`src/rtl/ysyx_041461_pipe_stage_reg_pkg.sv`:
```
// Shared definitions for the ysyx_041461 pipeline stage registers.
// Holds the reset constants, the per-stage payload field layout, and the
// NOP encodings that callers pack into RESET_DATA. Also provides the
// handshake helper that the stage register uses.
package ysyx_041461_pipe_stage_reg_pkg;

  // Reset PC of the core; MEM/WB instances place it in their PC field.
  localparam logic [63:0] ysyx_041461_PC_RESET = 64'h0000_0000_8000_0000;

  // Per-stage payload field widths.
  localparam int unsigned PC_W   = 32'd64;
  localparam int unsigned INST_W = 32'd32;
  localparam int unsigned EXC_W  = 32'd8;
  localparam int unsigned MEM_W  = 32'd8;
  localparam int unsigned WB_W   = 32'd8;

  // Per-stage payload field offsets (LSB position inside the payload).
  localparam int unsigned IFID_PC_OFF   = 32'd0;
  localparam int unsigned IFID_INST_OFF = IFID_PC_OFF + PC_W;
  localparam int unsigned IFID_W        = IFID_INST_OFF + INST_W;

  // NOP encodings: no exception, no memory access, no register write-back.
  localparam logic [EXC_W-1:0] exception_NOP = 8'h00;
  localparam logic [MEM_W-1:0] MEM_NOP       = 8'h00;
  localparam logic [WB_W-1:0]  WB_NOP        = 8'h00;

  // Pipeline stage identifiers, used when naming stage register instances.
  typedef enum logic [2:0] {
    STAGE_IF  = 3'd0,
    STAGE_ID  = 3'd1,
    STAGE_EXE = 3'd2,
    STAGE_MEM = 3'd3,
    STAGE_WB  = 3'd4
  } stage_e;

  // A handshake fires when both sides agree in the same cycle.
  function automatic logic pipe_fire(input logic valid, input logic ready);
    return valid & ready;
  endfunction

endpackage

```
`src/rtl/ysyx_041461_pipe_stage_reg_if.sv`:
```
// Valid/ready channel between two pipeline stages.
// The master drives valid/kill/data and observes ready; the slave is the
// receiving side. kill marks an offered transfer as a bubble.
interface ysyx_041461_pipe_stage_reg_if #(
  parameter int unsigned DATA_W = 32'd64
);
  logic              valid;
  logic              ready;
  logic              kill;
  logic [DATA_W-1:0] data;

  modport master (
    output valid,
    output kill,
    output data,
    input  ready
  );

  modport slave (
    input  valid,
    input  kill,
    input  data,
    output ready
  );
endinterface

```
`src/rtl/ysyx_041461_pipe_slot.sv`:
```
// One valid+data storage entry of a pipeline stage register.
// clr wins over load and only drops the valid bit; data is written only by
// a load, so a cleared entry keeps its last payload.
module ysyx_041461_pipe_slot #(
  parameter int unsigned       DATA_W     = 32'd64,
  parameter logic [DATA_W-1:0] RESET_DATA = {DATA_W{1'b0}}
) (
  input  logic              clk,
  input  logic              rst,
  input  logic              load,
  input  logic              clr,
  input  logic [DATA_W-1:0] d,
  output logic              valid,
  output logic [DATA_W-1:0] data
);

  // Valid flag: cleared by clr, set by load, otherwise held.
  always_ff @(posedge clk or negedge rst) begin
    if (!rst) begin
      valid <= 1'b0;
    end else if (clr) begin
      valid <= 1'b0;
    end else if (load) begin
      valid <= 1'b1;
    end
  end

  // Payload: captured only on a load that is not being cleared.
  always_ff @(posedge clk or negedge rst) begin
    if (!rst) begin
      data <= RESET_DATA;
    end else if (load && !clr) begin
      data <= d;
    end
  end

endmodule

```
`src/rtl/ysyx_041461_pipe_stage_reg.sv`:
```
// Parametrised valid/ready pipeline stage register with kill and flush.
// Build option YSYX_041461_PIPE_SKID_EN: when defined, a skid entry is added
// behind the main entry so in_ready comes straight from a flop and the
// combinational ready chain between stages is broken. When undefined, the
// stage is a single entry with in_ready = !out_valid | out_ready.
// Latency is one cycle in both builds.
module ysyx_041461_pipe_stage_reg
  import ysyx_041461_pipe_stage_reg_pkg::*;
#(
  parameter int unsigned       DATA_W     = 32'd64,
  parameter logic [DATA_W-1:0] RESET_DATA = {DATA_W{1'b0}}
) (
  input  logic                          clk,
  input  logic                          rst,
  input  logic                          flush,
  ysyx_041461_pipe_stage_reg_if.slave   up,
  ysyx_041461_pipe_stage_reg_if.master  dn
);

  logic              in_ready;
  logic              accept;
  logic              load;
  logic              deliver;
  logic              main_valid;
  logic [DATA_W-1:0] main_data;
  logic              main_load;
  logic              main_clr;
  logic [DATA_W-1:0] main_d;

`ifdef YSYX_041461_PIPE_SKID_EN
  logic              skid_valid;
  logic [DATA_W-1:0] skid_data;
  logic              skid_load;
  logic              skid_clr;

  // Registered ready: the stage takes a new transfer whenever skid is free.
  assign in_ready = !skid_valid;
`else
  // Single entry: free slot, or the held entry leaves this same cycle.
  assign in_ready = !main_valid | dn.ready;
`endif

  assign accept  = pipe_fire(up.valid, in_ready);
  // A killed or flushed accept completes the handshake but stores nothing.
  assign load    = accept & !up.kill & !flush;
  assign deliver = pipe_fire(main_valid, dn.ready);

  // Slot steering: route loads to main or skid, move skid to main on
  // deliver, and let flush clear every valid bit ahead of anything else.
  always_comb begin
    main_load = 1'b0;
    main_d    = up.data;
`ifdef YSYX_041461_PIPE_SKID_EN
    skid_load = 1'b0;
    skid_clr  = flush;
    if (skid_valid) begin
      // in_ready is low here, so no new transfer competes with the move.
      main_load = deliver & !flush;
      main_d    = skid_data;
      skid_clr  = flush | deliver;
    end else begin
      main_load = load & (!main_valid | deliver);
      skid_load = load & main_valid & !deliver;
    end
`else
    main_load = load;
`endif
    main_clr = flush | (deliver & !main_load);
  end

  ysyx_041461_pipe_slot #(
    .DATA_W     (DATA_W),
    .RESET_DATA (RESET_DATA)
  ) u_main (
    .clk   (clk),
    .rst   (rst),
    .load  (main_load),
    .clr   (main_clr),
    .d     (main_d),
    .valid (main_valid),
    .data  (main_data)
  );

`ifdef YSYX_041461_PIPE_SKID_EN
  ysyx_041461_pipe_slot #(
    .DATA_W     (DATA_W),
    .RESET_DATA (RESET_DATA)
  ) u_skid (
    .clk   (clk),
    .rst   (rst),
    .load  (skid_load),
    .clr   (skid_clr),
    .d     (up.data),
    .valid (skid_valid),
    .data  (skid_data)
  );
`endif

  assign up.ready = in_ready;
  assign dn.valid = main_valid;
  assign dn.data  = main_data;
  assign dn.kill  = 1'b0;

endmodule
```
`src/flat_wrapper.sv`:
```
// flat-port wrapper written by rule: the top's interface ports become plain ports
module ysyx_041461_pipe_stage_reg_flat import ysyx_041461_pipe_stage_reg_pkg::*;
#(
  parameter int unsigned       DATA_W     = 32'd64,
  parameter logic [DATA_W-1:0] RESET_DATA = {DATA_W{1'b0}}
)
  (clk, rst, flush, up_valid, up_kill, up_data, up_ready, dn_valid, dn_kill, dn_data, dn_ready);
  ysyx_041461_pipe_stage_reg_if #(.DATA_W(DATA_W)) up_i ();
  ysyx_041461_pipe_stage_reg_if #(.DATA_W(DATA_W)) dn_i ();
  input  logic clk;
  input  logic rst;
  input  logic flush;
  input wire logic [$bits(up_i.valid)-1:0] up_valid;
  input wire logic [$bits(up_i.kill)-1:0] up_kill;
  input wire logic [$bits(up_i.data)-1:0] up_data;
  output wire logic [$bits(up_i.ready)-1:0] up_ready;
  output wire logic [$bits(dn_i.valid)-1:0] dn_valid;
  output wire logic [$bits(dn_i.kill)-1:0] dn_kill;
  output wire logic [$bits(dn_i.data)-1:0] dn_data;
  input wire logic [$bits(dn_i.ready)-1:0] dn_ready;
  assign up_i.valid = up_valid;
  assign up_i.kill = up_kill;
  assign up_i.data = up_data;
  assign up_ready = up_i.ready;
  assign dn_valid = dn_i.valid;
  assign dn_kill = dn_i.kill;
  assign dn_data = dn_i.data;
  assign dn_i.ready = dn_ready;
  ysyx_041461_pipe_stage_reg #(.DATA_W(DATA_W), .RESET_DATA(RESET_DATA)) u_core (.clk(clk), .rst(rst), .flush(flush), .up(up_i), .dn(dn_i));
endmodule
```
`config.mk`:
```
export PLATFORM = sky130hd
export DESIGN_NAME = ysyx_041461_pipe_stage_reg_flat
export DESIGN_NICKNAME = d
export VERILOG_FILES = /design/src/rtl/ysyx_041461_pipe_stage_reg_pkg.sv /design/src/rtl/ysyx_041461_pipe_stage_reg_if.sv /design/src/rtl/ysyx_041461_pipe_slot.sv /design/src/rtl/ysyx_041461_pipe_stage_reg.sv /design/src/flat_wrapper.sv
export SDC_FILE = /design/constraint.sdc
export NUM_CORES = 1
export LEC_CHECK = 0
export ABC_AREA = 1
export CORE_MARGIN = 2
export CORE_UTILIZATION = 45
export CTS_BUF_LIST = sky130_fd_sc_hd__clkbuf_8
export DETAILED_ROUTE_END_ITERATION = 10
export PLACE_DENSITY = 0.91
export SLEW_MARGIN = 15
export SYNTH_ARGS = -nofsm -noshare
export SYNTH_HDL_FRONTEND = slang
export SYNTH_SLANG_ARGS = --single-unit
```
`constraint.sdc`:
```
create_clock -name clk -period 1.77 [get_ports clk]
set_clock_uncertainty 0.15 [all_clocks]
set_input_delay 0.2655 -clock clk [delete_from_list [all_inputs] [get_ports clk]]
set_output_delay 0.2655 -clock clk [all_outputs]
set_load 0.03 [all_outputs]
```
Word-level counts from Yosys, hierarchy flattened
Cells that the tools add are included.

word-level totals
  register bits after elaboration = 65
  logic and storage cells = 18
  input port bits = 70
  output and inout port bits = 67

cells by class
  reductions and logical operators = 7
  bitwise logic cells = 7
  multiplexer cells = 2

operators by type and width
  cell                count
  1-bit bitwise AND   5
  1-bit logical NOT   5
  1-bit 2-to-1 mux    2
  1-bit bitwise OR    2
  2-bit nonzero test  1
  1-bit logical AND   1

Logic depth before layout (Yosys ltp)
Gate-level depths: netlist of the first run.

  word-level depth = 10
  gate-level depth with buffers = 7
  mapped depth without buffers = 5

Modules after synthesis
From an unflattened synthesis of the first run, not the netlist that was laid out.

second synthesis, totals
  cells, all modules = 292
  area, all modules = 2,667.6 um^2

by module, submodules not included
  module                      cells each  seq. area each (um^2)  area an instance (um^2)  instances
  ysyx_041461_pipe_slot       282         1,626.6                2,608.8                  1
  ysyx_041461_pipe_stage_reg  10          0.0                    58.8                     1

Worst setup path before layout of the first run
No wires, ideal clock.

  kind = register to register
  from = register u_core.u_main.valid
  to = register u_core.u_main.data[0]
  cell stages (with the launch flop) = 7
  arrival time = 1.104 ns
  setup time = 0.118 ns
  required time = 1.502 ns
  buffers on the path = 2
  clock period less this slack = 1.371 ns
  setup slack = 0.399 ns
  path through = dfrtp_1 -> nand2_2 -> nand3_1 -> buf_4 -> buf_6 -> nand2_1 -> nand2_1

on the way
  longest elaborated chain between the ends = 10
  elaborated cells between the ends (all ways) = 11
  those cells by class = bitwise (7); reduce/logical (4)

RTL lines
  element                          RTL line                              RTL
  start: declaration               ysyx_041461_pipe_slot.sv:13           output logic valid,
  start signal: assignment         ysyx_041461_pipe_slot.sv:20           valid <= 1'b0;
  start signal: assignment         ysyx_041461_pipe_slot.sv:22           valid <= 1'b0;
  start signal: assignment         ysyx_041461_pipe_slot.sv:24           valid <= 1'b1;
  1-bit logical NOT                ysyx_041461_pipe_stage_reg.sv:40      assign in_ready = !main_valid | dn.ready;
  1-bit bitwise OR                 ysyx_041461_pipe_stage_reg.sv:40
  1-bit bitwise AND                ysyx_041461_pipe_stage_reg_pkg.sv:38  return valid & ready;
  1-bit bitwise AND (2 in series)  ysyx_041461_pipe_stage_reg.sv:45      assign load = accept & !up.kill & !flush;
  1-bit logical NOT                ysyx_041461_pipe_stage_reg.sv:68      main_clr = flush | (deliver & !main_load);
  1-bit bitwise AND                ysyx_041461_pipe_stage_reg.sv:68
  1-bit bitwise OR                 ysyx_041461_pipe_stage_reg.sv:68
  1-bit logical NOT                ysyx_041461_pipe_slot.sv:32           end else if (load && !clr) begin
  1-bit logical AND (*)            ysyx_041461_pipe_slot.sv:32
  end signal: assignment           ysyx_041461_pipe_slot.sv:31           data <= RESET_DATA;
  end signal: assignment           ysyx_041461_pipe_slot.sv:33           data <= d;
  end: declaration                 ysyx_041461_pipe_slot.sv:14           output logic [DATA_W-1:0] data

Every way passes the cells marked *; elsewhere a longest branch is shown, timed or not.
A chain may end at the register's enable or synchronous reset.

Final worst setup path of the first run
  from = input port dn_ready
  to = output port up_ready

on the way
  longest elaborated chain between the ends = 1

RTL lines
  element             RTL line                          RTL
  start: declaration  flat_wrapper.sv:20                input wire logic [$bits(dn_i.ready)-1:0] dn_ready;
  1-bit bitwise OR    ysyx_041461_pipe_stage_reg.sv:40
  end: declaration    flat_wrapper.sv:16                output wire logic [$bits(up_i.ready)-1:0] up_ready;

No other way between the ends.

==> results.toml, run 1 <==
[sta]
finalHoldViolCount = 0
hold_slack_ns = 0.318
setup_ws_ns = 0.0811
final.period_utilization = 0.954
max_freq_mhz = 592
rsz0062_at_grt = "false"
setup_tns_ns = 0
finalCriticalPeriod_ns = 1.69
slew_viol_final = 0
setup_viol = 0

[setup_path]
worstReg2RegStart = "u_core.u_main.valid"
critical_path_class = "in2out"
crit_start = "dn_ready"
path_max_fanout = 22
end_kind = "primary output"
cp.required_ns = 1.35
crit_arrival_ns = 1.27
worstSetupStartpointType = "input port"

[placed_design]
dp_hpwl_mm = 5.33
preCtsSetupSlack_ns = 0.0304
post-place-cells = 487
gp_congestion = 0.766
io_buffers = 135

[die]
ios = 137
coreArea_mm2 = 0.00592
die_area_mm2 = 0.00674
die_w_um = 82.1
die_h_um = 82.1
rows = 28
start_util = 0.463

[routing]
vias = 2694
firstDrtPassIters = 4
drt_iter0_drc = 119
antenna_left = 0
via_per_inst = 5.35
remaining_drc_errors = 0
wl_per_cell_um = 15.3
routed_wl_mm = 7.71

[final_layout]
area_growth_syn_to_layout_pct = 55.0
layout-drive-gt1-share = 0.0746
final.fill_count = 459
nNetsFinal = 494
fin_cells = 504
antenna-diode-count = 0

[clock_tree]
clockBufferDepth = 2
insertion_delay_ns = 0.33
cts_buffers = 9
cts_setup_buffers = 0
clkSinkCount = 65
h-tree-depth = 3
cts_tree = "yes"
clk_pin_slew_ns = 0.06
root_buffer = "clkbuf_8"

[power]
power.density_mw_per_mm2 = 1030
p_int_mw = 2.81
leakage_nw = 2.25
p_sw_frac = 0.356
p_clk_frac = 0.250
vdd_drop_max_v = 0.000631
combPwrFrac = 0.321
fin_total_pwr_mw = 4.36
switchingPower_mw = 1.55
p_seq_frac = 0.429

[synth]
seq_area_frac_synth = 0.593
synth_cell_types = 13
ys_ff_latch = 65
syn-mean-instance-area_um2 = 9.30
synth.cell_area_mm2 = 0.00274
syn_inst = 295
synth.yosys.warnings = 0
synth_nets = 365

[status]
status = "finished, final reports clean"

[run]
max-cap-violations = 0

[global_routing]
grt_pass1_wl_mm = 11.9
grt_pass1_vias = 2513
antenna_found_initial = 0
gr-usage-all-layers = 0.235
grt-ovfl-total = 0
grt_max_degree = 44

[worst_hold_path]
hold_start = "u_core.u_main.data[28]"
hp-class = "reg2reg"
## final timing paths
kind	endpoint	slack (ns)	cells after the start
max in group asynchronous	u_core.u_main.data[36]	0.79	3
worst min-delay path	u_core.u_main.data[28]	0.32	2
worst max-delay path	up_ready	0.08	5
worst max register to register	u_core.u_main.data[56]	0.43	5
min in group asynchronous	u_core.u_main.data[1]	0.35	3
worst min register to register	u_core.u_main.data[28]	0.32	2
## layout make-up
class | instances | area (um2) | area share
clock buffer | 11 | 151 | 0.0356
clock inverter | 5 | 22.5 | 0.00530
inverter | 3 | 11.3 | 0.00265
multi-input combinational | 198 | 921 | 0.217
sequential | 65 | 1630 | 0.383
tap | 75 | 93.8 | 0.0221
timing repair buffer | 147 | 1430 | 0.335
## critical path, cell delays in order
cell             delay, ns
clkdlybuf4s50_1       0.48
inv_2                 0.05
nand2_2               0.12
buf_12                0.17
buf_4                 0.17
## synth_stat cells
master,n,share of area
nand2_2,1,0.0023
conb_1,1,0.0014
inv_1,2,0.0027
nand3_1,2,0.0036
clkbuf_1,1,0.0014
dfrtp_1,65,0.59
inv_2,1,0.0014
buf_4,5,0.014
nand4_1,64,0.15
nand2_1,129,0.18
buf_2,17,0.031
buf_6,6,0.025
nor2_2,1,0.0023
## power by group through the flow
stage,Sequential [mW],Combinational (mW),Clock [mW]
3_3_place_gp,1.89,1.55,0
2_1_floorplan,2.40,0.288,0
6_report,1.87,1.40,1.09
3_5_place_dp,1.90,1.59,0
5_1_grt,1.90,1.50,1.20
4_1_cts,1.87,1.42,1.13
## per-stage QoR
stage / instance area (um2) / utilization
4_1_cts: 4250 / 0.717
6_report: 4250 / 0.718
3_5_place_dp: 4140 / 0.699
2_1_floorplan: 2740 / -
5_1_grt: 4250 / 0.718
3_3_place_gp: 4140 / 0.699
## layer usage
layer | GRT usage | share of wire | up-vias
li1 | - | - | 1256
met1 | 0.295 | 0.42 | 1295
met2 | 0.387 | 0.50 | 129
met3 | 0.0637 | 0.071 | 14
met4 | 0.0933 | 0.015 | 0
met5 | 0 | 0 | -
## cell families (layout without fill, tap and decap cells)
| family | after synthesis | after routing | share of synthesized area |
|---|---|---|---|
| buffers and inverters | 32 | 166 | 0.0748 |
| flip-flops | 65 | 65 | 0.593 |
| other | 1 | 1 | 0.00137 |
| AND/OR/NAND/NOR | 197 | 197 | 0.331 |
## sequential cells by signal, summed over array words and instances, names as in the netlist
name,count
u_core.u_main.data,64
u_core.u_main.valid,1
## cell usage in the layout, fill, tap and decap left out, drive strengths merged
cell / count
clkinv: 3
buf: 13
dlygate4sd2: 63
dlygate4sd3: 1
nand3: 2
nand2: 130
conb: 1
clkdlybuf4s50: 68
nor2: 1
nand4: 64
dlymetal6s2s: 2
dfrtp: 65
inv: 5
clkbuf: 11
## what timing repair did
action	4_1_cts	5_1_grt
gates resized for setup	63	2
hold endpoints to repair	65	0
hold buffers	1	0
setup endpoints to repair	63	2
No activity file was read; power rests on OpenSTA's default activity.
==> inputs of run 2 (changes only) <==
--- a/config.mk
+++ b/config.mk
@@ -7,10 +7,10 @@
 export LEC_CHECK = 0
 export ABC_AREA = 1
 export CORE_MARGIN = 2
-export CORE_UTILIZATION = 45
+export CORE_UTILIZATION = 41
 export CTS_BUF_LIST = sky130_fd_sc_hd__clkbuf_8
 export DETAILED_ROUTE_END_ITERATION = 10
-export PLACE_DENSITY = 0.91
+export PLACE_DENSITY = 0.84
 export SLEW_MARGIN = 15
 export SYNTH_ARGS = -nofsm -noshare
 export SYNTH_HDL_FRONTEND = slang
==> constraint.sdc (replaced) <==
create_clock -name clk -period 1.7 [get_ports clk]
set_clock_uncertainty 0.15 [all_clocks]
set_input_delay 0.255 -clock clk [delete_from_list [all_inputs] [get_ports clk]]
set_output_delay 0.255 -clock clk [all_outputs]
set_load 0.03 [all_outputs]
==> run 2 against run 1 <==
Against the previous run: the flow now finishes with violations (design-rule violations); global-route usage fell by 2.2 points; die area up 9.3%; worst setup slack better by 0.040 ns; power grew 3.9%; via count is 3.4% lower; utilization decreased by 5.3 points; routed wire length shrank 3.4%; clock power increased by 4%; highest routed layer unchanged.
==> results.toml, run 2 (synthesis gave the netlist of run 1 again) <==
[setup_path]
end_kind = "primary output"
cpMaxStageDelayCell = "clkdlybuf4s50_1"
critical_path_class = "in2out"
worstSetupStartpointType = "input port"
path_cells = "clkdlybuf4s50_1, inv_2, nand2_2, buf_4, buf_4"
crit_buf_inv = 4
reg2reg_slack_ns = 0.41
rr_worst_depth = 5
reg2reg_to = "u_core.u_main.data[15]"
crit_top_cell = "buf_4"
crit_arrival_ns = 1.17
worstReg2RegStart = "u_core.u_main.valid"
cp.required_ns = 1.29
max_stage_delay_ns = 0.47
path_max_fanout = 8
path_delay_family = "buffers and inverters"

[routing]
firstDrtPassIters = 11
antenna_left = 0
remaining_drc_errors = 10
via_per_inst = 5.12
vias = 2603
drt_iter0_drc = 210
wl_per_cell_um = 14.7
routed_wl_mm = 7.45

[status]
violations = "design-rule violations"
status = "finished with violations"

[global_routing]
grt_pass1_wl_mm = 12.4
grt_max_degree = 66
grt_pass1_vias = 2537
grt-ovfl-total = 0
gr-usage-all-layers = 0.213
antenna_found_initial = 0

[final_layout]
finish.utilization = 0.665
reg_top3 = "u_core.u_main.data (64), u_core.u_main.valid (1)"
largest_reg_flops = 64
fin_cells = 508
layout-drive-gt1-share = 0.0789
layout_common_cells = "nand2_1 (129), clkdlybuf4s50_1 (68), dlygate4sd2_1 (65), dfrtp_1 (65), nand4_1 (64)"
largest_register = "u_core.u_main.data"
area_growth_syn_to_layout_pct = 55.8
nNetsFinal = 496
antenna-diode-count = 0
final_common_cell = "nand2_1"

[clock_tree]
cts_setup_buffers = 0
clockBufferDepth = 2
root_buffer = "clkbuf_8"
clkSinkCount = 65
h-tree-depth = 3
insertion_delay_ns = 0.31
cts_buffers = 9
clk_pin_slew_ns = 0.07
cts_tree = "yes"

[die]
start_util = 0.427
die_h_um = 85.8
rows = 29
ios = 137
die_w_um = 85.8
coreArea_mm2 = 0.00642
die_area_mm2 = 0.00736

[sta]
rsz0062_at_grt = "false"
slew_viol_final = 0
finalCriticalPeriod_ns = 1.58
max_freq_mhz = 633
setup_tns_ns = 0
hold_slack_ns = 0.312
finalHoldViolCount = 0
final.period_utilization = 0.929
setup_ws_ns = 0.121
setup_viol = 0

[placed_design]
post-place-cells = 491
gp_congestion = 0.794
io_buffers = 135
dp_hpwl_mm = 5.21
preCtsSetupSlack_ns = 0.0387

[run]
max-cap-violations = 0

[power]
leakage_nw = 2.24
vdd_drop_max_v = 0.000460
power.density_mw_per_mm2 = 1060

[worst_hold_path]
hp-class = "in2async"
run 2: cell count changes in the layout (fill, tap and decap cells not counted):
| cell | delta |
|---|---|
| dlygate4sd2_1 | +2 |
| dlymetal6s2s_1 | -2 |
| buf_12 | +1 |
| buf_4 | +1 |
run 2: tightest hold or removal path, cell delays in order:
cell           delay [ns]
dlygate4sd3_1        0.52
buf_2                0.12
buf_12               0.29
run 2: stage by stage:
step                      power, mW  area [um2]
after global placement         3.60        4170
after floorplan                2.80        2740
final                          4.53        4270
after detailed placement       3.63        4170
after global routing           4.78        4270
after CTS                      4.58        4270
run 2: area by class of cell:
class | instances | area [um2]
fill | 558 | 2150
timing repair buffer | 149 | 1450
clock inverter | 5 | 22.5
tap | 77 | 96.3
sequential | 65 | 1630
multi-input combinational | 198 | 921
clock buffer | 11 | 151
inverter | 3 | 11.3
run 2: worst max-delay path by stage:
stage,start,to,slack [ns],cells past startpoint
final,dn_ready,up_ready,0.12,5
after global routing,dn_ready,up_ready,0.05,5
after CTS,u_core.u_main.valid,up_ready,0.10,3
after detailed placement,up_valid,u_core.u_main.data[10],0.04,7
after global placement,up_valid,u_core.u_main.data[10],0.07,7
after floorplan,u_core.u_main.valid,u_core.u_main.data[0],0.33,6
run 2: routing by layer:
metal  vias to the layer above  routed length, um  track usage  part of all wire
met5                         -                  0            0                 0
met3                         8                605       0.0568             0.081
met1                      1230               3150        0.295              0.42
met4                         0                 81       0.0635             0.011
met2                       112               3610        0.333              0.48
li1                       1253                  -            -                 -
run 2: timing repair:
action / 4_1_cts / 5_1_grt
endpoints found under the hold margin: 65 / 0
endpoints found under the setup margin: 65 / 0
resized for setup: 65 / 0
hold buffers: 1 / 0
run 2: power breakdown:
group	total, mW	internal [mW]	leakage [nW]	switching [mW]
clock	1.13	0.591	0.101	0.541
sequential	1.94	1.81	0.807	0.137
combinational	1.45	0.528	1.33	0.925
